**config.mk**
```make
export PLATFORM = sky130hd
export DESIGN_NAME = obstacle_scheduler
export DESIGN_NICKNAME = d
export VERILOG_FILES = /design/src/rtl/obstacle_scheduler.sv
export SDC_FILE = /design/constraint.sdc
export NUM_CORES = 1
export LEC_CHECK = 0
export ABC_CLOCK_PERIOD_IN_PS = 4900
export CELL_PAD_IN_SITES_DETAIL_PLACEMENT = 1
export CELL_PAD_IN_SITES_GLOBAL_PLACEMENT = 2
export CORE_MARGIN = 1
export CORE_UTILIZATION = 41
export DETAILED_ROUTE_END_ITERATION = 12
export DONT_BUFFER_PORTS = 1
export HOLD_SLACK_MARGIN = 0.02
export PLACE_DENSITY_LB_ADDON = 0.1
export SLEW_MARGIN = 10
export SYNTH_ARGS = -nofsm -noshare
export SYNTH_HDL_FRONTEND = slang
export SYNTH_SLANG_ARGS = --single-unit
export TNS_END_PERCENT = 10
```
**constraint.sdc**
```tcl
create_clock -name clk -period 4.9 [get_ports clk]
set_clock_uncertainty 0.15 [all_clocks]
set_input_delay 0 -clock clk [delete_from_list [all_inputs] [get_ports clk]]
set_output_delay 0 -clock clk [all_outputs]
set_load 0.02 [all_outputs]
```
**src/rtl/obstacle_scheduler.sv**
```systemverilog
// rtl/obstacle_scheduler.sv - frame-rate obstacle/scroll sequencer and IDLE/RUN/HIT/OVER game FSM
// Optional feature macro: SCHED_SPEEDUP_EN (scroll step grows with score, capped at 2*SCROLL_STEP)
module obstacle_scheduler #(
  parameter int SCROLL_STEP     = 2,
  parameter int SPAWN_GAP       = 160,
  parameter int SCREEN_W        = 640,
  parameter logic [7:0] LFSR_SEED = 8'hA5,
  parameter int HIT_FRAMES      = 60
) (
  input  logic       clk,
  input  logic       rst,
  input  logic       frame_tick,
  input  logic       start,
  input  logic       collision,
  output logic [9:0] x_offset,
  output logic [9:0] obs_x,
  output logic [9:0] obs_y,
  output logic       obs_kind,
  output logic       obs_valid,
  output logic       show_player,
  output logic [3:0] sin_pos,
  output logic [7:0] score,
  output logic [1:0] state
);

  typedef enum logic [1:0] {
    IDLE = 2'd0,
    RUN  = 2'd1,
    HIT  = 2'd2,
    OVER = 2'd3
  } state_t;

  state_t      state_q, state_d;
  logic [9:0]  gap_cnt;
  logic        hit_flag;
  logic [7:0]  hit_cnt;
  logic [7:0]  lfsr;
  logic [1:0]  tick_div;

  logic [4:0]  step;
  logic        hit_now;
  logic        hit_last;
  logic [10:0] x_sum;
  logic [9:0]  x_wrap;
  logic [9:0]  gap_sum;
  logic [7:0]  hit_cnt_inc;
  logic [7:0]  lfsr_next;

`ifdef SCHED_SPEEDUP_EN
  logic [4:0] boost_sum;
  assign boost_sum = 5'(SCROLL_STEP) + {1'b0, score[7:4]};
  assign step      = (boost_sum > 5'(2 * SCROLL_STEP)) ? 5'(2 * SCROLL_STEP) : boost_sum;
`else
  assign step = 5'(SCROLL_STEP);
`endif

  // A collision on the tick cycle itself still belongs to the frame that is ending
  assign hit_now     = hit_flag | collision;
  assign hit_last    = (hit_cnt == 8'(HIT_FRAMES - 1));
  assign x_sum       = {1'b0, x_offset} + 11'(step);
  assign x_wrap      = (x_sum >= 11'(SCREEN_W)) ? 10'(x_sum - 11'(SCREEN_W)) : x_sum[9:0];
  assign gap_sum     = gap_cnt + 10'(step);
  assign hit_cnt_inc = hit_cnt + 8'd1;
  assign lfsr_next   = {1'b0, lfsr[7:1]} ^ (lfsr[0] ? 8'hB8 : 8'h00);
  assign state       = state_q;

  // Game state register
  always_ff @(posedge clk) begin
    if (rst) state_q <= IDLE;
    else     state_q <= state_d;
  end

  // Next-state selection: start from IDLE/OVER, hit on a RUN tick, timeout out of HIT
  always_comb begin
    state_d = state_q;
    case (state_q)
      IDLE:    if (start) state_d = RUN;
      RUN:     if (frame_tick && hit_now) state_d = HIT;
      HIT:     if (frame_tick && hit_last) state_d = OVER;
      OVER:    if (start) state_d = RUN;
      default: state_d = IDLE;
    endcase
  end

  // Per-frame datapath: scroll, obstacle slot, score, phase, hit timing and LFSR
  always_ff @(posedge clk) begin
    if (rst) begin
      x_offset    <= '0;
      obs_x       <= '0;
      obs_y       <= '0;
      obs_kind    <= 1'b0;
      obs_valid   <= 1'b0;
      show_player <= 1'b1;
      sin_pos     <= '0;
      score       <= '0;
      gap_cnt     <= '0;
      hit_flag    <= 1'b0;
      hit_cnt     <= '0;
      tick_div    <= '0;
      lfsr        <= LFSR_SEED;
    end else begin
      lfsr <= lfsr_next;
      case (state_q)
        IDLE, OVER: begin
          // Restart: a tick in the same cycle does not scroll
          if (start) begin
            x_offset  <= '0;
            obs_valid <= 1'b0;
            score     <= '0;
            gap_cnt   <= '0;
            sin_pos   <= '0;
            tick_div  <= '0;
            hit_flag  <= 1'b0;
          end
        end
        RUN: begin
          if (collision) hit_flag <= 1'b1;
          if (frame_tick) begin
            x_offset <= x_wrap;
            if (obs_valid && (obs_x < 10'(step))) begin
              obs_valid <= 1'b0;
              gap_cnt   <= '0;
              if (score != 8'hFF) score <= score + 8'd1;
            end else if (obs_valid) begin
              obs_x <= obs_x - 10'(step);
            end else if (gap_sum >= 10'(SPAWN_GAP)) begin
              obs_valid <= 1'b1;
              obs_x     <= 10'(SCREEN_W - 1);
              obs_kind  <= lfsr[0];
              obs_y     <= 10'd120 + {2'b00, lfsr[6:1], 2'b00};
              gap_cnt   <= '0;
            end else begin
              gap_cnt <= gap_sum;
            end
            tick_div <= tick_div + 2'd1;
            if (tick_div == 2'd3) sin_pos <= sin_pos + 4'd1;
            if (hit_now) begin
              hit_flag    <= 1'b0;
              hit_cnt     <= '0;
              show_player <= 1'b1;
            end
          end
        end
        HIT: begin
          if (frame_tick) begin
            if (hit_last) begin
              show_player <= 1'b1;
            end else begin
              hit_cnt     <= hit_cnt_inc;
              show_player <= ~hit_cnt_inc[3];
            end
          end
        end
        default: ;
      endcase
    end
  end

endmodule

```
==> results_dict.tcl <==
set metrics [dict create \
    ys_ff_latch 71 \
    synth_edf_count 0 \
    grt_usage 0.2075 \
    final_core_util 0.4716 \
    io_pins 52 \
    peakVddDrop_mv 0.2826 \
    seq_area_frac_synth 0.3734 \
    first_global_vias 3283 \
    grt_max_degree 41 \
    grt_overflow 0 \
    startpoint_type "register" \
    io_buffers 0 \
    ys.warnings.count 0 \
    nNetsFinal 463 \
    post_cts_buffers 0 \
    grt_pass1_wl_um 16220 \
    drt_iter0_markers 138 \
    slowest_stage "dfxtp_1" \
    fmax_ghz 0.3027 \
    dpl.hpwl_um 6690 \
    clk_latency_ns 0.34 \
    stdcell_count 559 \
    num_vias 3283 \
    start_util 0.4301 \
    clock_sinks 71 \
    power.density_mw_per_mm2 400.0 \
    die_w_um 98.35 \
    area_growth_pct 9.632 \
    rsz0062_at_grt "false" \
    wl_um 9505 \
    crit_chain "ha_1 > nand3_1 > or3_1 > and2_1 > ha_1 > nor3b_1 > a31oi_1 > o32ai_1 > nand3b_1 > nand3_1" \
    finalHoldViolCount 0 \
    ys_async_sr_fraction 0 \
    core_area_mm2 0.008848 \
    finalSetupViolations 0 \
    maxCapViolations 0 \
    placed_cells 537 \
    die_h_um 98.35 \
    tritoncts "yes" \
    synth.cell_area_mm2 0.003806 \
    place.gp.congestion 0.7723 \
    path_delay_family "simple AND/OR/NAND/NOR gates" \
    antenna_found_initial 0 \
    cts_inserted_buffers 9 \
    crit_type "reg -> reg" \
    fin_ws_ns 1.596 \
    power.leakage_nw 1.464 \
    final_common_cell "dfxtp_1" \
    synth_cells 447 \
    final.setup.tns_ns 0 \
    syn_area_per_cell_um2 8.515 \
    crit_required_ns 4.98 \
    period_share 0.6742 \
    violations "DRC" \
    cts_buffer_depth 2 \
    htreeDepth 3 \
    period_needed_ns 3.304 \
    arrival_ns 3.38 \
    relSlewSlack 0.5004 \
    path_buf_inv 0 \
    final_cell_mix "dfxtp_1 (71), nor2_1 (42), nand2_1 (33)" \
    crit_fanout 13 \
    antenna_cells 0 \
    ys_types 67 \
    cts-root-buf "clkbuf_8" \
    power_w 0.001669 \
    drt-pass1-iter-count 8 \
    via_per_inst 5.873 \
    final_antenna_net_count 0 \
    outcome "finished, violations left" \
    finalMaxSlewViolations 0 \
    drive_above_1_share 0.06430 \
    critPathMaxStageDelay_ns 0.67 \
    dieArea_mm2 0.009673 \
    worstSetupEndpointType "register" \
    rows 34 \
    hp-class "in -> reg" \
    clkTransAtPathRegs_ns 0.08 \
    synth_ff_type "dfxtp_1" \
    drc 7 \
    wl_per_cell_um 17.00 \
    worstMarginPinSlew_ns 0.7495 \
    pre_cts_slack_ns 1.633 \
]
## synth_stat cells, drive strengths merged (5+ instances only)
| cell type | instances | area, µm² |
|---|---|---|
| nand2 | 33 | 123.9 |
| clkbuf | 12 | 46.29 |
| inv | 29 | 108.9 |
| nand3 | 23 | 115.1 |
| and3 | 8 | 51.30 |
| nor3 | 10 | 61.31 |
| nor2 | 42 | 157.7 |
| buf | 10 | 71.31 |
| o21ai | 21 | 105.1 |
| dfxtp | 71 | 1421 |
| or3 | 6 | 37.54 |
| xnor2 | 14 | 122.6 |
| a21oi | 19 | 98.85 |
| a211oi | 10 | 75.07 |
| nand4 | 14 | 87.58 |
| xor2 | 8 | 70.07 |
| and2 | 5 | 31.28 |
| ha | 12 | 150.1 |
| nor4 | 8 | 65.06 |
| and4 | 5 | 43.79 |
| o31ai | 7 | 52.55 |
| a221oi | 7 | 61.31 |
## power breakdown
part | internal, W | switching, W | leakage, nW | total (W)
Combinational | 0.000128 | 0.000263 | 0.762 | 0.000391
Sequential | 0.000609 | 0.0000558 | 0.575 | 0.000665
Clock | 0.000389 | 0.000224 | 0.126 | 0.000614
Total | 0.00113 | 0.000544 | 1.46 | 0.00167
## registers in the layout (all words and copies together) (netlist names)
signal	count
sin_pos	4
x_offset	9
score	8
obs_x	10
gap_cnt	9
obs_valid	1
state	2
tick_div	2
show_player	1
obs_y	7
hit_cnt	8
hit_flag	1
lfsr	8
obs_kind	1
## tightest hold or removal path, stage by stage
cell and delay, ns:
and2_1 0.29, nand4_1 0.16, a21oi_1 0.06
## final timing paths
check,start,endpoint,slack [ns],cells after the start
hold / removal,frame_tick,sin_pos[1],0.09,3
setup / recovery,x_offset[1],x_offset[8],1.60,10
hold reg to reg,lfsr[1],lfsr[0],0.28,2
setup reg to reg,x_offset[1],x_offset[8],1.60,10
## cells by family (layout without fill, tap and decap cells)
group,count (synthesis),count (layout),share of synthesized area
simple gates,174,174,0.2456
compound gates,110,110,0.2160
flops,71,71,0.3734
buf+inv,52,53,0.06048
xor+xnor,22,22,0.05063
fa+ha+maj,12,12,0.03945
mux,5,5,0.01348
other cells,1,4,0.0009852
## per-layer routing
layer	global-route usage	routed length (µm)	up-vias
met5	0	0	-
met4	0.07003	74	0
met3	0.04724	451	4
met2	0.3315	4362	60
met1	0.2760	4615	1580
li1	-	-	1639
## layout make-up
cell class | count | area (µm²)
sequential | 71 | 1421
multi-input combinational | 327 | 2166
clock buffer | 10 | 127.6
clock inverter | 6 | 132.6
inverter | 30 | 112.6
fill | 1061 | 4676
timing repair buffer | 7 | 77.57
tap | 108 | 135.1
## stage by stage
stage | hold slack (ns) | instance area, µm²
after floorplan | 0.03870 | 3817
after global placement | -0.07505 | 3842
after detailed placement | -0.07064 | 3842
after CTS | 0.09240 | 4173
after global routing | 0.1330 | 4173
final | 0.09179 | 4173
## repair_timing
action | 4_1_cts | 5_1_grt
hold buffers | 6 | 0
hold endpoints to repair | 64 | 0
setup endpoints to repair | 0 | 0
resized for setup | 0 | 0
(Power assumes the default switching activity.)
